**src/rtl/product_accumulator.sv**
```systemverilog
// rtl/product_accumulator.sv - saturating frame accumulator for the Dadda multiplier product stream
module product_accumulator #(
    parameter int ACC_W   = 12,
    parameter int MAX_LEN = 16,
    parameter int CNT_W   = $clog2(MAX_LEN + 1)
) (
    input  logic             clk,
    input  logic             rst,
    input  logic [7:0]       prod_in,
    input  logic             in_valid,
    input  logic             in_last,
    output logic             in_ready,
    output logic [ACC_W-1:0] out_sum,
    output logic [CNT_W-1:0] out_count,
    output logic             out_sat,
    output logic             out_forced,
    output logic             out_valid,
    input  logic             out_ready
);

    typedef enum logic {
        ACCUM = 1'b0,
        HOLD  = 1'b1
    } state_t;

    localparam logic [ACC_W-1:0] SUM_MAX  = '1;
    localparam logic [CNT_W-1:0] LAST_CNT = CNT_W'(MAX_LEN - 1);

    state_t           state;
    logic [ACC_W-1:0] acc;
    logic [CNT_W-1:0] cnt;
    logic             sat;

    logic [ACC_W:0]   nsum;
    logic             ovf;
    logic [ACC_W-1:0] sum_clamped;
    logic [CNT_W-1:0] cnt_next;
    logic             accept;
    logic             close_frame;

    // One spare bit on the adder exposes the overflow; a saturated acc stays at SUM_MAX.
    always_comb begin
        nsum        = {1'b0, acc} + {{(ACC_W - 7){1'b0}}, prod_in};
        ovf         = nsum[ACC_W];
        sum_clamped = ovf ? SUM_MAX : nsum[ACC_W-1:0];
        cnt_next    = cnt + CNT_W'(1);
        accept      = in_valid && in_ready;
        close_frame = accept && (in_last || (cnt == LAST_CNT));
    end

    assign in_ready  = (state == ACCUM) && !rst;
    assign out_valid = (state == HOLD);

    always_ff @(posedge clk) begin
        if (rst) begin
            state      <= ACCUM;
            acc        <= '0;
            cnt        <= '0;
            sat        <= 1'b0;
            out_sum    <= '0;
            out_count  <= '0;
            out_sat    <= 1'b0;
            out_forced <= 1'b0;
        end else if (state == ACCUM) begin
            if (close_frame) begin
                out_sum    <= sum_clamped;
                out_count  <= cnt_next;
                out_sat    <= sat | ovf;
                out_forced <= !in_last;
                acc        <= '0;
                cnt        <= '0;
                sat        <= 1'b0;
                state      <= HOLD;
            end else if (accept) begin
                acc <= sum_clamped;
                cnt <= cnt_next;
                sat <= sat | ovf;
            end
        end else if (out_ready) begin
            state <= ACCUM;
        end
    end

endmodule

```
**config.mk**
```make
export PLATFORM = sky130hd
export DESIGN_NAME = product_accumulator
export DESIGN_NICKNAME = d
export VERILOG_FILES = /design/src/rtl/product_accumulator.sv
export SDC_FILE = /design/constraint.sdc
export NUM_CORES = 1
export LEC_CHECK = 0
export CAP_MARGIN = 20
export CORE_MARGIN = 10
export CORE_UTILIZATION = 47
export CTS_CLUSTER_DIAMETER = 150
export CTS_CLUSTER_SIZE = 24
export DETAILED_ROUTE_END_ITERATION = 8
export PLACE_DENSITY_LB_ADDON = 0.05
export SETUP_SLACK_MARGIN = 0.15
export SLEW_MARGIN = 5
export SYNTH_ARGS = -nofsm -noshare
export SYNTH_HDL_FRONTEND = slang
export SYNTH_SLANG_ARGS = --single-unit
```
**constraint.sdc**
```tcl
create_clock -name clk -period 2.25 [get_ports clk]
set_clock_uncertainty 0.1 [all_clocks]
set_input_delay 0.45 -clock clk [delete_from_list [all_inputs] [get_ports clk]]
set_output_delay 0.45 -clock clk [all_outputs]
set_load 0.01 [all_outputs]
```
==> out/qor.txt <==
RUN STATUS
--------------------------------------------------------------------------------------
Outcome ................................................................. finished, final reports clean

GLOBAL ROUTE
--------------------------------------------------------------------------------------
Overall global routing resource usage ...................................       14.35%
Wire length of the first global-routing pass ............................     8.445 mm
GRT overflow ............................................................            0
Vias in the first global route ..........................................        1,789
Number of antenna violations at the first check in global routing .......            0
Maximum number of pins on one net before global-route repair ............           20

CRITICAL PATH
--------------------------------------------------------------------------------------
Largest delay share family, worst path .................................. compound AO/OA/AOI/OAI gates
Critical Path Start Type ................................................    flip-flop
Worst setup path end ....................................................  out_sum[10]
CP max stage delay ......................................................      0.36 ns
Critical path class .....................................................   reg -> reg
Cells along the critical path ........................................... ha_4 -> fa_2 -> a211oi_2 -> o211a_4 -> nor3_4 -> buf_6 -> o31a_1
Levels on crit path .....................................................            7
Critical Path Source ....................................................       acc[0]
Arrival time of the worst setup path ....................................      2.12 ns
Total buffers and inverters traversed by the critical path ..............            1
Critical-path top delay cell ............................................         fa_2
Source of the worst register-to-register timing path ....................       acc[0]
Highest net fanout along the worst path .................................            6
R2r setup slk ...........................................................      0.21 ns
CP Capture Type .........................................................    flip-flop
Worst r2r path cells ....................................................            7
Data required time of the critical path .................................      2.33 ns
Terminus of the critical flop-to-flop path ..............................  out_sum[10]

LOGIC SYNTHESIS
--------------------------------------------------------------------------------------
Dominant cells by area after synthesis .................................. dfxtp_1 40%, ha_1 6.7%, a21oi_1 6.1%
Sequential element share of the synthesized area ........................       40.45%
Number of storage elements in the synthesis netlist .....................           38
Synth cell types ........................................................           43
Share of flip-flops with an asynchronous set or reset after synthesis ...           0%
Post-synthesis instance area ............................................     1881 um2
Number of cells produced by synthesis ...................................          219
Cell accounting for the most synthesized area ...........................      dfxtp_1
Most used flip-flop cell after synthesis ................................      dfxtp_1
Most used standard cell by instance count after synthesis ...............      dfxtp_1
Most used standard cells in the synthesized netlist ..................... 38 x dfxtp_1, 23 x a21oi_1, 22 x nand2_1
Count of flip-flops with a built-in enable after synthesis ..............            0
Share of the synthesized area in the top cell type ......................       40.45%
Average footprint of a synthesized cell .................................    8.587 um2
Number of warnings printed during yosys synthesis .......................            0
Net count after synthesis ...............................................          243

FINAL LAYOUT
--------------------------------------------------------------------------------------
Final non-filler cell total .............................................          327
Antenna diode count .....................................................            0
Area growth from synthesis to final layout ..............................       44.78%
Fraction of final layout cells sized beyond drive strength 1 ............       23.66%
Area of all placed cells without fillers ................................     2723 um2
Number of nets in the layout ............................................          303

FLOORPLANNING
--------------------------------------------------------------------------------------
Site row count ..........................................................           22
Boundary Pins ...........................................................           34
Die Ht ..................................................................     83.26 um
Area of the core region .................................................     3771 um2
Starting Density ........................................................       49.87%
Die Width ...............................................................     83.26 um
Area enclosed by the die boundary .......................................     6931 um2

STA
--------------------------------------------------------------------------------------
Worst slack on hold paths ...............................................    0.3577 ns
Crit path time final ....................................................     2.040 ns
Worst-margin pin slew ...................................................    0.3642 ns
Total setup violations reported at the end of the flow ..................            0
Worst-case headroom to the max-slew limit ...............................       75.64%
Setup repair after global routing missed its margin .....................          yes
Final slew viol count ...................................................            0
Max frequency ...........................................................    490.3 MHz
Final total negative setup slack ........................................         0 ns
Period utilization ......................................................       90.65%
Final hold viol count ...................................................            0

JOB
--------------------------------------------------------------------------------------
Max-cap violations ......................................................            0

DETAILED ROUTING
--------------------------------------------------------------------------------------
Vias/cell ...............................................................        5.572
DRC violation total after the first TritonRoute iteration ...............           81
1st-pass router iterations ..............................................            4
Final antenna-violating net count .......................................            0
Residual DRC count ......................................................            0
Via Count ...............................................................        1,822
Wirelength per Cell .....................................................     15.80 um
Total wire length .......................................................     5.166 mm

CTS
--------------------------------------------------------------------------------------
TritonCTS buffer count ..................................................            5
Max H-tree Level ........................................................            2
Clock slew at the register clock pins of the worst setup and hold paths .      0.07 ns
Clock tree buffer depth .................................................            2
Later-pin clock latency in the skew report ..............................      0.29 ns
Clock root buffer .......................................................     clkbuf_8
CTS sink cnt ............................................................           38
Hold-fix buffers, CTS ...................................................            0
TritonCTS clock tree ....................................................          yes

PLACE
--------------------------------------------------------------------------------------
GPL Wtd Cong ............................................................       0.8075
Cell count after placement ..............................................          314
Cell area reported after detailed placement .............................     2426 um2
Half-perimeter wire length after placement ..............................     3.531 mm
Port Buf Inserts ........................................................           33

PWR
--------------------------------------------------------------------------------------
PwrDens ................................................................. 552.4 nW/um2
Reported leakage power ..................................................     1.115 nW
Max rail drop VDD .......................................................    0.3709 mV

HOLD PATH
--------------------------------------------------------------------------------------
Hold Path Class .........................................................   reg -> reg

[worst reg2reg max path, stage by stage, from the launching register on]
cell and delay, ns:
dfxtp_2 0.34, ha_4 0.16, fa_2 0.36, a211oi_2 0.24, o211a_4 0.26, nor3_4 0.09
buf_6 0.14, o31a_1 0.26
[logic make-up after synthesis]
family	count (synthesis)	synth area share, %
AND/OR/NAND/NOR	76	19.76
AO/OA/AOI/OAI	72	24.55
flip-flops	38	40.45
buffers and inverters	12	2.794
adder cells (fa/ha/maj)	11	7.718
XOR/XNOR	9	4.191
multiplexers	1	0.5323
[worst min path at each step]
| stage | from | end | slack (ns) | depth (start not counted) |
|---|---|---|---|---|
| 2_1_floorplan | acc[3] | acc[3] | 0.33 | 2 |
| 3_3_place_gp | acc[5] | acc[5] | 0.34 | 2 |
| 3_5_place_dp | out_sum[0] | out_sum[0] | 0.35 | 2 |
| 4_1_cts | out_sum[0] | out_sum[0] | 0.36 | 2 |
| 5_1_grt | out_sum[0] | out_sum[0] | 0.38 | 2 |
| 6_report | out_sum[2] | out_sum[2] | 0.36 | 2 |
[cell usage in the layout (no fill, tap or decap), drive strengths merged, types with 3 or more instances in the layout]
cell	instances
xnor2	5
nor3	7
xor2	4
dfxtp	38
o21ai	23
a21o	6
dlygate4sd2	3
nand3	18
nand2	22
clkbuf	9
a211oi	4
nor2	19
clkdlybuf4s50	24
ha	10
a21oi	24
buf	28
[metrics by stage]
| stage | setup slack (ns) | power [W] | utilization [%] |
|---|---|---|---|
| floorplan | 0.1571 | 0.0008859 | - |
| CTS | 0.1197 | 0.001481 | 69.18 |
| finish | 0.2104 | 0.001504 | 72.20 |
| global placement | -0.4456 | 0.001015 | 64.33 |
| detailed placement | -0.4856 | 0.001017 | 64.33 |
| global route | 0.1091 | 0.001572 | 72.20 |
[cell type report]
cell class	count	area (um2)
multi-input combinational	170	1270
fill	286	1049
inverter	3	11.26
clock buffer	7	76.32
timing repair buffer	61	539.3
sequential	38	765.7
tap	48	60.06
[report_power, final]
| group | leakage [nW] | internal, W | switching (W) | total, W |
|---|---|---|---|---|
| sequential | 0.310 | 0.000699 | 0.0000198 | 0.000719 |
| clock | 0.0383 | 0.000214 | 0.000236 | 0.000449 |
| combinational | 0.767 | 0.000167 | 0.000169 | 0.000336 |
| total | 1.11 | 0.00108 | 0.000425 | 0.00150 |
[sequential cells by signal, indices dropped and copies added (netlist names)]
| name | count |
|---|---|
| cnt | 5 |
| acc | 12 |
| out_sat | 1 |
| out_count | 5 |
| out_forced | 1 |
| sat | 1 |
| out_sum | 12 |
| out_valid | 1 |
[routing by layer]
layer	wire length, um	GRT usage [%]	vias to the layer above
met5	0	0	-
met4	63	3.231	0
met3	334	5.469	9
met2	2451	24.09	49
met1	2317	16.74	849
li1	-	-	915
[what timing repair did]
item | in CTS | in global routing
pin swaps | 14 | 19
setup endpoints to repair | 27 | 22
buffers inserted | 3 | 2
resized for setup | 19 | 25
gates cloned | 1 | 0
Note: power is estimated with default switching activity, not from simulation.
==> patch, RTL diff (config.mk and constraints unchanged) <==
The parameter `ACC_W` goes from 12 to 18.
--- a/src/rtl/product_accumulator.sv
+++ b/src/rtl/product_accumulator.sv
@@ -2,3 +2,3 @@
 module product_accumulator #(
-    parameter int ACC_W   = 12,
+    parameter int ACC_W   = 18,
     parameter int MAX_LEN = 16,
Ports: changed (resized out_sum); port bits go from 34 to 40. No check against the original RTL was run, so the function may have changed too.
==> patch against the unedited design <==
  * Worst setup slack lost 81 ps
  * Sequential cell count grew 12
  * Cell count grew 45%
  * Power grew 27%
  * Routed wire length grew 54%
  * Cell area grew 46%
  * Combinational power grew 17%
  * Critical path depth grew 3
  * Global-route usage grew 1.5 points
  * Area after synthesis grew 49%
  * Critical endpoint is now out_sum[15]$_SDFFE_PP0P_
  * Largest cell class unchanged
  * Highest routed layer unchanged
==> patch: results (changes against the unedited design) <==
Yosys
  – Largest cells by area after synthesis: dfxtp_1 36%, ha_1 4.5%, a21oi_1 4.1%
  – Synth unique cells: 58 (+35%)
  – Net Count, Synth: 335 (+38%)
  – Sequential cell area fraction in the yosys report: 35.8% (-4.7 points)
  – Post-synthesis async set-or-reset flop share: 0% (unchanged)
  – Commonest cells in the netlist: 50 x dfxtp_1, 25 x nand2_1, 23 x a21oi_1
  – Synth Warn #: 0 (unchanged)

Clock tree
  – CTS root buf: clkbuf_8
  – Clk slew on worst S/H paths: 110 ps (+40 ps)
  – CTS Buffer Depth: 2 (unchanged)
  – CTS Buf Count: 5 (unchanged)
  – Worst skew pair latency: 320 ps (+30 ps)
  – Htree depth: 2 (unchanged)
  – Buffer count from post-CTS setup fixing: 5 (+2)
  – Resize count post-CTS: 29 (+10)

Global routing
  – First-pass GRT wire length: 12.8 mm (+51%)
  – Pin count of the biggest net entering global routing: 26 (+30%)
  – Antenna violations before repair: 0 (unchanged)
  – All-layer global routing usage: 15.8% (+1.5 points)
  – Vias in the first global route: 2684 (+50%)

Setup path
  – CP max FO: 3 (-3)
  – R2R setup slack: 130 ps (-80 ps)
  – WP data arrival: 2290 ps (+170 ps)
  – R2R cell count: 9 (+2)
  – R2R Path Start: acc[3]$_SDFFE_PP0P_
  – CP startpoint: prod_in[2]
  – Setup crit end: out_sum[15]$_SDFFE_PP0P_
  – R2R Path End: out_sum[15]$_SDFFE_PP0P_

Layout
  – Diodes inserted: 0 (unchanged)
  – Share of layout cells above drive strength 1: 32.9% (+9.3 points)
  – Largest registers: acc x18, out_sum x18
  – Final nets: 421 (+39%)

Placement
  – Dpl hpwl: 5.37 mm (+52%)
  – RePlAce Congestion: 0.835 (+3.4%)
  – Place WS: -471 ps (+14.4 ps)
  – # port buffers: 39 (+18%)

Power and ir drop
  – LEAKAGE: 1.52 nW (+36%)
  – Worst VDD drop: 0.334 mV (-10%)
  – Net Sw Power: 0.549 mW (+29%)

STA
  – Slew HR: 72.6% (-3.0 points)
  – Fin. max-slew vios: 0 (unchanged)
  – Final min period: 2120 ps (+80.7 ps)
  – Setup violators final: 0 (unchanged)

Routing
  – Drt pass-1 iters: 4 (unchanged)
  – Post-Route WL: 7.94 mm (+54%)
  – Vias/cell: 5.62 (+0.78%)
  – Initial DRC count: 113 (+40%)

Hold path
  – Min-delay worst type: reg2reg

Run status
  – Status: complete, no violations
-- patch: layout make-up --
| class | count | area (sq um) |
|---|---|---|
| clock buffers | 6 | 82.6 |
| fillers | 477 | 1860 |
| multi-input cells | 239 | 1890 |
| flip-flops and latches | 50 | 1010 |
| well taps | 75 | 93.8 |
| inverters | 3 | 11.3 |
| clock inverters | 2 | 17.5 |
| repair buffers | 98 | 887 |
-- patch: metal layers --
layer | share of wire, % | vias up | track usage [%]
met5 | 0 | - | 0
li1 | - | 1325 | -
met4 | 1.2 | 0 | 4.88
met2 | 52 | 47 | 28.3
met3 | 4.3 | 7 | 4.20
met1 | 43 | 1277 | 17.8
-- patch: power by group through the flow --
stage | Combinational, mW | Sequential [mW] | Clock (mW)
3_5_place_dp | 0.343 | 0.946 | 0
2_1_floorplan | 0.178 | 0.951 | 0
5_1_grt | 0.425 | 0.934 | 0.625
4_1_cts | 0.365 | 0.929 | 0.594
3_3_place_gp | 0.342 | 0.946 | 0
6_report | 0.392 | 0.930 | 0.591
-- patch: worst min-delay path by stage --
stage / start / end / slack, ps / cells past startpoint
floorplan: acc[3]$_SDFFE_PP0P_ / acc[3]$_SDFFE_PP0P_ / 330 / 2
global placement: acc[3]$_SDFFE_PP0P_ / acc[3]$_SDFFE_PP0P_ / 350 / 2
detailed placement: acc[4]$_SDFFE_PP0P_ / acc[4]$_SDFFE_PP0P_ / 350 / 2
CTS: out_sum[14]$_SDFFE_PP0P_ / out_sum[14]$_SDFFE_PP0P_ / 370 / 2
global route: out_sum[0]$_SDFFE_PP0P_ / out_sum[0]$_SDFFE_PP0P_ / 400 / 2
finish: out_sum[14]$_SDFFE_PP0P_ / out_sum[14]$_SDFFE_PP0P_ / 370 / 2
-- patch: critical path, stage by stage --
cell	delay, ps
clkdlybuf4s15_1	200
ha_4	280
buf_4	100
o211ai_1	80
buf_4	160
nor3_4	270
buf_4	150
o211ai_1	160
or3_1	380
nand3_1	70
-- patch: cell families (layout without fill, tap and decap cells) --
logic type / count (synthesis) / after routing / synth area share [%]
adders and majority gates: 11 / 11 / 5.19
buffers and inverters: 23 / 109 / 4.74
AOI/OAI and AO/OA: 98 / 99 / 26.4
xor gates and xnor gates: 9 / 9 / 2.82
and+or+nand+nor: 119 / 119 / 24.7
DFF: 50 / 50 / 35.8
muxes: 1 / 1 / 0.358
-- patch: through the flow --
stage / instance area, sq um / hold slack [ps] / instances / setup TNS (ps) / utilization [%]
2_1_floorplan: 2830 / 329 / 311 / 0 / -
3_3_place_gp: 3560 / 348 / 452 / -14470 / 60.9
3_5_place_dp: 3560 / 353 / 452 / -14530 / 60.9
4_1_cts: 3800 / 375 / 465 / 0 / 65.0
5_1_grt: 3990 / 403 / 473 / 0 / 68.2
6_report: 3990 / 370 / 473 / 0 / 68.2
